<file path="src/rtl/mem_two_writeback.sv">
// Mem_2 writeback stage: arbitrates the register-file write port (ALU first), queues displaced
// memory results in a small retire FIFO and exports the newest pending one for bypass.
// Optional statistics outputs are enabled by defining MEM_TWO_WB_STATS_EN.
module mem_two_writeback #(
  parameter int DEPTH  = 2,
  parameter int DATA_W = 32
) (
  input  logic              clock,
  input  logic              reset,
  input  logic              m1_m2_oper,
  input  logic [4:0]        m1_m2_regdest,
  input  logic              m1_m2_writereg,
  input  logic [DATA_W-1:0] m1_m2_wbvalue,
  input  logic              alu_wb_valid,
  input  logic [4:0]        alu_wb_regdest,
  input  logic [DATA_W-1:0] alu_wb_value,
  output logic              rf_we,
  output logic [4:0]        rf_waddr,
  output logic [DATA_W-1:0] rf_wdata,
  output logic              m2_stall,
  output logic              fwd_valid,
  output logic [4:0]        fwd_regdest,
  output logic [DATA_W-1:0] fwd_value
`ifdef MEM_TWO_WB_STATS_EN
  ,
  output logic [31:0]       retire_count,
  output logic [15:0]       squash_count,
  output logic              overflow
`endif
);

  localparam int PTR_W = $clog2(DEPTH);
  localparam int CNT_W = $clog2(DEPTH + 1);

  logic [4:0]        q_rd_r  [DEPTH];
  logic [DATA_W-1:0] q_val_r [DEPTH];
  logic [DEPTH-1:0]  q_ok_r;
  logic [PTR_W-1:0]  rd_ptr_r;
  logic [PTR_W-1:0]  wr_ptr_r;
  logic [CNT_W-1:0]  count_r;

  logic              in_v_s;
  logic              alu_v_s;
  logic              full_s;
  logic              empty_s;
  logic              squash_in_s;
  logic              pop_s;
  logic              direct_s;
  logic              push_s;
  logic              drop_full_s;
  logic [DEPTH-1:0]  sq_mask_s;
  logic              we_n_s;
  logic [4:0]        waddr_n_s;
  logic [DATA_W-1:0] wdata_n_s;
  logic              mem_ret_s;

  assign in_v_s      = m1_m2_oper & m1_m2_writereg & (m1_m2_regdest != 5'd0);
  assign alu_v_s     = alu_wb_valid & (alu_wb_regdest != 5'd0);
  assign full_s      = (count_r == CNT_W'(DEPTH));
  assign empty_s     = (count_r == {CNT_W{1'b0}});
  assign squash_in_s = alu_v_s & in_v_s & (m1_m2_regdest == alu_wb_regdest);
  assign pop_s       = ~alu_v_s & ~empty_s;
  assign direct_s    = ~alu_v_s & empty_s & in_v_s;
  // A pop in the same cycle frees the slot, so a push into a full queue is still accepted
  assign push_s      = in_v_s & ~direct_s & ~squash_in_s & (~full_s | pop_s);
  assign drop_full_s = in_v_s & ~squash_in_s & full_s & ~pop_s;
  assign m2_stall    = full_s;

  // Per-entry squash match: the younger ALU write supersedes queued results for the same register
  always_comb begin
    sq_mask_s = {DEPTH{1'b0}};
    for (int i = 0; i < DEPTH; i++) begin
      sq_mask_s[i] = alu_v_s & q_ok_r[i] & (q_rd_r[i] == alu_wb_regdest);
    end
  end

  // Write-port arbitration: ALU, then FIFO head, then direct bypass of the incoming result
  always_comb begin
    we_n_s    = 1'b0;
    waddr_n_s = rf_waddr;
    wdata_n_s = rf_wdata;
    mem_ret_s = 1'b0;
    if (alu_v_s) begin
      we_n_s    = 1'b1;
      waddr_n_s = alu_wb_regdest;
      wdata_n_s = alu_wb_value;
    end else if (pop_s) begin
      if (q_ok_r[rd_ptr_r]) begin
        we_n_s    = 1'b1;
        waddr_n_s = q_rd_r[rd_ptr_r];
        wdata_n_s = q_val_r[rd_ptr_r];
        mem_ret_s = 1'b1;
      end else begin
        we_n_s = 1'b0;
      end
    end else if (direct_s) begin
      we_n_s    = 1'b1;
      waddr_n_s = m1_m2_regdest;
      wdata_n_s = m1_m2_wbvalue;
      mem_ret_s = 1'b1;
    end else begin
      we_n_s = 1'b0;
    end
  end

  // Register-file write port
  always_ff @(posedge clock or negedge reset) begin
    if (!reset) begin
      rf_we    <= 1'b0;
      rf_waddr <= 5'd0;
      rf_wdata <= {DATA_W{1'b0}};
    end else begin
      rf_we    <= we_n_s;
      rf_waddr <= waddr_n_s;
      rf_wdata <= wdata_n_s;
    end
  end

  // Retire FIFO storage, validity and pointers
  always_ff @(posedge clock or negedge reset) begin
    if (!reset) begin
      for (int i = 0; i < DEPTH; i++) begin
        q_rd_r[i]  <= 5'd0;
        q_val_r[i] <= {DATA_W{1'b0}};
      end
      q_ok_r   <= {DEPTH{1'b0}};
      rd_ptr_r <= {PTR_W{1'b0}};
      wr_ptr_r <= {PTR_W{1'b0}};
      count_r  <= {CNT_W{1'b0}};
    end else begin
      for (int i = 0; i < DEPTH; i++) begin
        if (push_s && (wr_ptr_r == PTR_W'(i))) begin
          q_rd_r[i]  <= m1_m2_regdest;
          q_val_r[i] <= m1_m2_wbvalue;
          q_ok_r[i]  <= 1'b1;
        end else if (sq_mask_s[i] || (pop_s && (rd_ptr_r == PTR_W'(i)))) begin
          q_ok_r[i] <= 1'b0;
        end else begin
          q_ok_r[i] <= q_ok_r[i];
        end
      end
      if (push_s) begin
        wr_ptr_r <= wr_ptr_r + PTR_W'(1);
      end else begin
        wr_ptr_r <= wr_ptr_r;
      end
      if (pop_s) begin
        rd_ptr_r <= rd_ptr_r + PTR_W'(1);
      end else begin
        rd_ptr_r <= rd_ptr_r;
      end
      case ({push_s, pop_s})
        2'b10:   count_r <= count_r + CNT_W'(1);
        2'b01:   count_r <= count_r - CNT_W'(1);
        default: count_r <= count_r;
      endcase
    end
  end

  // Bypass: walk back from the tail and report the newest still-valid entry
  always_comb begin
    logic [PTR_W-1:0] idx;
    logic             found;
    fwd_valid   = 1'b0;
    fwd_regdest = 5'd0;
    fwd_value   = {DATA_W{1'b0}};
    found       = 1'b0;
    idx         = {PTR_W{1'b0}};
    for (int i = 0; i < DEPTH; i++) begin
      idx = wr_ptr_r - PTR_W'(i + 1);
      if (!found && (CNT_W'(i) < count_r) && q_ok_r[idx]) begin
        fwd_valid   = 1'b1;
        fwd_regdest = q_rd_r[idx];
        fwd_value   = q_val_r[idx];
        found       = 1'b1;
      end else begin
        found = found;
      end
    end
  end

`ifdef MEM_TWO_WB_STATS_EN
  logic [16:0] sq_sum_s;

  // Squash tally for this cycle, saturating at 16 bits
  always_comb begin
    sq_sum_s = {1'b0, squash_count} + {16'd0, squash_in_s};
    for (int i = 0; i < DEPTH; i++) begin
      sq_sum_s = sq_sum_s + {16'd0, sq_mask_s[i]};
    end
    if (sq_sum_s > 17'h0FFFF) begin
      sq_sum_s = 17'h0FFFF;
    end else begin
      sq_sum_s = sq_sum_s;
    end
  end

  // Statistics counters
  always_ff @(posedge clock or negedge reset) begin
    if (!reset) begin
      retire_count <= 32'd0;
      squash_count <= 16'd0;
      overflow     <= 1'b0;
    end else begin
      retire_count <= retire_count + {31'd0, mem_ret_s};
      squash_count <= sq_sum_s[15:0];
      overflow     <= overflow | drop_full_s;
    end
  end
`else
  logic unused_stats_s;
  assign unused_stats_s = mem_ret_s ^ drop_full_s;
`endif

endmodule

</file>
<file path="config.mk">
export PLATFORM = sky130hd
export DESIGN_NAME = mem_two_writeback
export DESIGN_NICKNAME = d
export VERILOG_FILES = /design/src/rtl/mem_two_writeback.sv
export SDC_FILE = /design/constraint.sdc
export NUM_CORES = 1
export LEC_CHECK = 0
export CAP_MARGIN = 5
export CORE_UTILIZATION = 46
export DETAILED_ROUTE_END_ITERATION = 8
export PLACE_DENSITY_LB_ADDON = 0.2
export SLEW_MARGIN = 40
export SYNTH_ARGS = -nofsm -noshare
export SYNTH_HDL_FRONTEND = slang
export SYNTH_SLANG_ARGS = --single-unit
</file>
<file path="constraint.sdc">
create_clock -name clock -period 2.4 [get_ports clock]
set_input_delay 0.24 -clock clock [delete_from_list [all_inputs] [get_ports clock]]
set_output_delay 0.24 -clock clock [all_outputs]
set_load 0.1 [all_outputs]
</file>
# == Yosys cells after proc, flatten, opt, wreduce, memory -nomap -nowiden ==
# Cells that the tools add are included.
# W data, S select, Z words.
# totals
inputBits,79
elab_cells,123
ff_bits,118
output_inout_bits,77
# op_classes
reduce_logical,18
n_lt_le_gt_ge,8
n_mux,47
n_eq_ne,7
bitwise,26
n_addsub,5
# op_table
cell,count
$mux W32,15
$mux W5,15
$mux W1,16
$and A1 B1 Y1,15
$eq A5 B5 Y1,3
$reduce_bool A5 Y1,2
$logic_and A1 B1 Y1,7
$not A1 Y1,7
$ge A2 B2 Y1 const B,3
$lt A1 B2 Y1 const B,3
$not A1 Y2,3
$reduce_bool A2 Y1,3
$eq A2 B2 Y1 const B,2
$lt A1 B2 Y1 const A,2
$pmux W2 S2,1
$ne A3 B2 Y1 const B,1
$reduce_bool A3 Y1,1
$add A1 B1 Y1 const B,2
$add A2 B1 Y2 const B,1
$eq A2 B1 Y1 const B,1
$logic_not A2 Y1,1
$logic_or A1 B1 Y1,2
$reduce_and A2 Y1,1
$sub A2 B1 Y2 const B,1
other kinds (3),3

# == Longest topological paths before layout ==
# Gate-level depths: netlist of run 1.
# logic_depth
word_depth,11
ltp_mapped,9
mapped_depth_nobuf,7

# == Worst setup path after synthesis of run 1 ==
# Ideal clock, no wire load.
# synth_timing
kind,register -> output
from,reg count_r[1]
to,out fwd_regdest[4]
slack_ps,-1309
required_time_ps,2160
n_path_buf,2
path_stages_with_launch,10
arrival_time_ps,3469
path_cell_list,dfrtp_1 -> inv_1 -> ha_1 -> buf_2 -> inv_1 -> and3_1 -> nor4_2 -> clkbuf_1 -> a22oi_1 -> a21oi_1
# synth_between
elab_chain_len,7
elab_cells_between_ends,9
cone_classes,order compare (2); mux (3); reduce/logical (4)
# synth_rtl
item,line,text
start: declaration,40,logic [CNT_W-1:0] count_r;
start signal: assignment,129,count_r <= {CNT_W{1'b0}};
start signal: assignment,153,2'b10: count_r <= count_r + CNT_W'(1);
start signal: assignment,154,2'b01: count_r <= count_r - CNT_W'(1);
$lt A1 B2 Y1,171,if (!found && (CNT_W'(i) < count_r) && q_ok_r[idx]) begin
$logic_and A1 B1 Y1,171,
$mux W1,171,
$logic_not A1 Y1,171,
$logic_and A1 B1 Y1 (2 in a row),171,
$mux W5 (*),171,
end: declaration,22,"output logic [4:0] fwd_regdest,"
# Every way passes the cells marked *; elsewhere a longest branch is shown, timed or not.

# == Final worst setup path of run 1 ==
# layout_timing
from,reg count_r[1]
to,out fwd_value[1]
# layout_between
elab_chain_len,7
elab_cells_between_ends,9
cone_classes,order compare (2); mux (3); reduce/logical (4)
# layout_rtl
item,line,text
$lt A1 B2 Y1,171,
$logic_and A1 B1 Y1,171,
$mux W1,171,
$logic_not A1 Y1,171,
$logic_and A1 B1 Y1 (2 in a row),171,
$mux W32 (*),171,
end: declaration,23,output logic [DATA_W-1:0] fwd_value
# Marked as above.

==> reports/qor.csv, run 1 <==
stage;metric;value;unit
sta;fin_setup_tns;-10.73;ns
routing;drt_first_pass_iters;5;
sta;relSlewSlack;0.559;
cells_and_area;nNetsFinal;857;
routing;drc_errors;0;
clock_tree;cts.sinks;118;
clock_tree;cts_buffers;17;
sta;finalHoldViolations;0;
floorplanning;initial_core_util;0.472;
yosys;yosysTopAreaCellShare;0.451;
sta;setup_violations;38;
routing;vias_per_cell;5.92;
yosys;postSynthAreaPerCell;11.2;um2
routing;wire_per_inst;21.4;um
yosys;synth_area_leader_cell;dfrtp_1;
global_routing;grt_pass1_vias;5999;
run_status;violations;setup timing;
sta;finalCritPeriodShare;1.13;
global_routing;grt_pass1_wl;32700;um
routing;antenna_left;0;
yosys;ys_seq_elements;118;
sta;setup_ws;-0.318;ns
clock_tree;clk_latency;0.42;ns
clock_tree;ctsRootBufferMaster;clkbuf_16;
worst_setup_path;cp_max_fo;8;
global_routing;grt_max_degree;56;
floorplanning;dieHeight;121;um
cells_and_area;area_delta_synth_final;58.3;%
min_path;hp-class;input port to asynchronous set/reset pin;
clock_tree;clockBufferDepth;2;
worst_setup_path;rrSetupSlack;0.07;ns
clock_tree;clk_pin_slew;0.05;ns
worst_setup_path;start_kind;register;
floorplanning;rows;43;
sta;skew;0.00675;ns
yosys;synth_warnings;0;
global_routing;track_usage;0.295;
cells_and_area;ff_latch_area;2960;um2
place;port_buffers;155;
clock_tree;cts.htree.levels;4;
worst_setup_path;critPathKind;register to primary output;
cells_and_area;diodes;0;
global_routing;gr-total-overflow;0;
yosys;synth_common_cells;118 x dfrtp_1, 56 x mux2_2, 46 x a21oi_1, 42 x nand2_1, 38 x mux2_4;
cells_and_area;drive_above_1_share;0.463;
worst_setup_path;slowest_delay;0.40;ns
worst_setup_path;critical_path.endpoint_type;primary output;
yosys;synth_edf_count;0;
cells_and_area;nFillCells;911;
sta;worstMarginPinSlew;0.662;ns
cells_and_area;multi_input_area;3840;um2
sta;rsz0062_at_grt;true;
yosys;synth_cells;583;
routing;dr_total_vias;5722;
worst_setup_path;path_cells;inv_2, ha_4, inv_4, and3_4, nor4_4, buf_6, mux2_4, buf_12, a22o_4, buf_12;
flow_run;maxCapViolCount;0;
yosys;synth_cell_types;47;
floorplanning;die_x;121;um
global_routing;antenna_found_initial;0;
clock_tree;cts_tree;yes;
place;place_congestion;0.802;
sta;max_freq;0.368;GHz
yosys;ys_async_sr_fraction;1.00;
run_status;outcome;complete, but fails checks;
floorplanning;dieArea;14700;um2
yosys;synth_flop_cell;dfrtp_1;
cells_and_area;utilization;0.746;
place;dp_hpwl;12500;um
worst_setup_path;crit_top_cell;buf_12;
worst_setup_path;cp.required;2.16;ns
floorplanning;io_pins;156;
routing;dr.first_iter.drc_count;506;
yosys;synthesis.area;6550;um2
worst_setup_path;critPathSlowestCell;dfrtp_1;
sta;fin_crit;2.72;ns
worst_setup_path;cp.arrival;2.48;ns
routing;wl;20700;um
sta;slew_viol_final;0;
yosys;synth.most_common_cell;dfrtp_1;
yosys;syn_nets;665;
yosys;synthTopCellsByArea;dfrtp_1 45%, mux2_2 9.6%, mux2_4 8.7%, a21oi_1 3.5%, a221oi_1 3.3%;
yosys;synth-seq-area-share;0.451;
floorplanning;coreArea;13900;um2
## cell type report
class	count	area share
timing repair buffer	220	0.262
clock buffer	20	0.0431
clock inverter	11	0.0105
tap	180	0.0217
multi-input combinational	400	0.370
inverter	18	0.00676
sequential	118	0.285
## worst paths after layout
| check | to | start | cells past startpoint |
|---|---|---|---|
| min | rf_wdata[24]$_DFFE_PN0P_ | reset | 2 |
| max reg2reg | q_val_r[45]$_DFFE_PN0P_ | count_r[1]$_DFFE_PN0P_ | 9 |
| min in group clock | rf_wdata[0]$_DFFE_PN0P_ | alu_wb_value[0] | 2 |
| min reg2reg | rf_wdata[19]$_DFFE_PN0P_ | rf_wdata[19]$_DFFE_PN0P_ | 1 |
| max | fwd_value[1] | count_r[1]$_DFFE_PN0P_ | 10 |
| max in group asynchronous | wr_ptr_r$_DFFE_PN0N_ | reset | 3 |
## flip-flops by register name, summed over array words and instances, names as in the netlist
name and flops:
count_r 2, q_rd_r 10, rf_waddr 5, q_ok_r 2, rf_we 1, rd_ptr_r 1
q_val_r 64, wr_ptr_r 1, rf_wdata 32
## what timing repair did
action                                 4_1_cts  5_1_grt
setup buffers                               12        3
setup endpoints to repair                   38       38
gates resized for setup                     29       15
pin swaps                                    6        4
gates cloned                                 8        1
hold buffers                                 1        0
endpoints found under the hold margin       43        0
## layer usage
layer	track usage	vias to the layer above	wire [um]
met3	0.0808	47	1420
met5	0	-	0
met4	0.110	0	491
li1	-	2572	-
met2	0.479	229	10100
met1	0.375	2874	8700
## critical path, delay by kind of cell (launching register included)
family	cells	cell delay [ns]
fa+ha+maj	1	0.20
flops	1	0.40
buf+inv	5	0.65
simple gates	2	0.40
compound gates	1	0.14
mux	1	0.26
## cell usage in the layout (no fill, tap or decap), types with 3 or more instances in the layout
cell	netlist	final
bufbuf_16	0	3
buf_4	0	78
xnor2_1	11	11
a22oi_2	0	11
dfrtp_1	118	116
clkbuf_16	0	18
mux2_2	56	54
nand3_1	3	3
nand2_1	42	42
mux2i_1	20	20
clkdlybuf4s50_1	0	77
nor2_1	34	33
a22o_4	0	25
a21oi_4	0	12
a21oi_1	46	34
xor2_1	6	6
o22ai_1	5	5
o21ai_0	21	21
a221oi_2	0	10
inv_1	18	15
buf_12	0	51
mux2_4	38	40
o221a_2	19	19
a221oi_1	25	14
o211ai_1	6	6
buf_16	0	6
clkinv_2	0	8
## through the flow
stage               instance area [um2]  setup slack [ns]  hold WS (ns)  instances
finish                            10400            -0.318         0.383        967
global route                      10400            -0.405         0.444        967
CTS                               10200            -0.256         0.407        964
detailed placement                 9200            -0.161         0.300        912
global placement                   9200           -0.0972         0.292        912
floorplan                          6950            -0.145       -0.0556        583
## cells by family (layout without fill, tap and decap cells)
| logic type | count (synthesis) | after routing | share of synthesized area |
|---|---|---|---|
| buf+inv | 65 | 269 | 0.0466 |
| compound gates | 171 | 171 | 0.194 |
| fa+ha+maj | 3 | 3 | 0.00574 |
| simple gates | 95 | 95 | 0.0658 |
| xor+xnor | 17 | 17 | 0.0227 |
| mux | 114 | 114 | 0.214 |
| flops | 118 | 118 | 0.451 |
Power of run 1 is left out: the tool's default activity adds up to more than one toggle a clock period on the data nets, which glitch-free logic cannot reach.
==> inputs of run 2 (changes only) <==
- CTS_CLUSTER_DIAMETER: default -> 40
==> results of run 2 <==
The final DEF is identical to that of run 1; final timing and power are the same.
Power of run 2 is left out for the same reason.
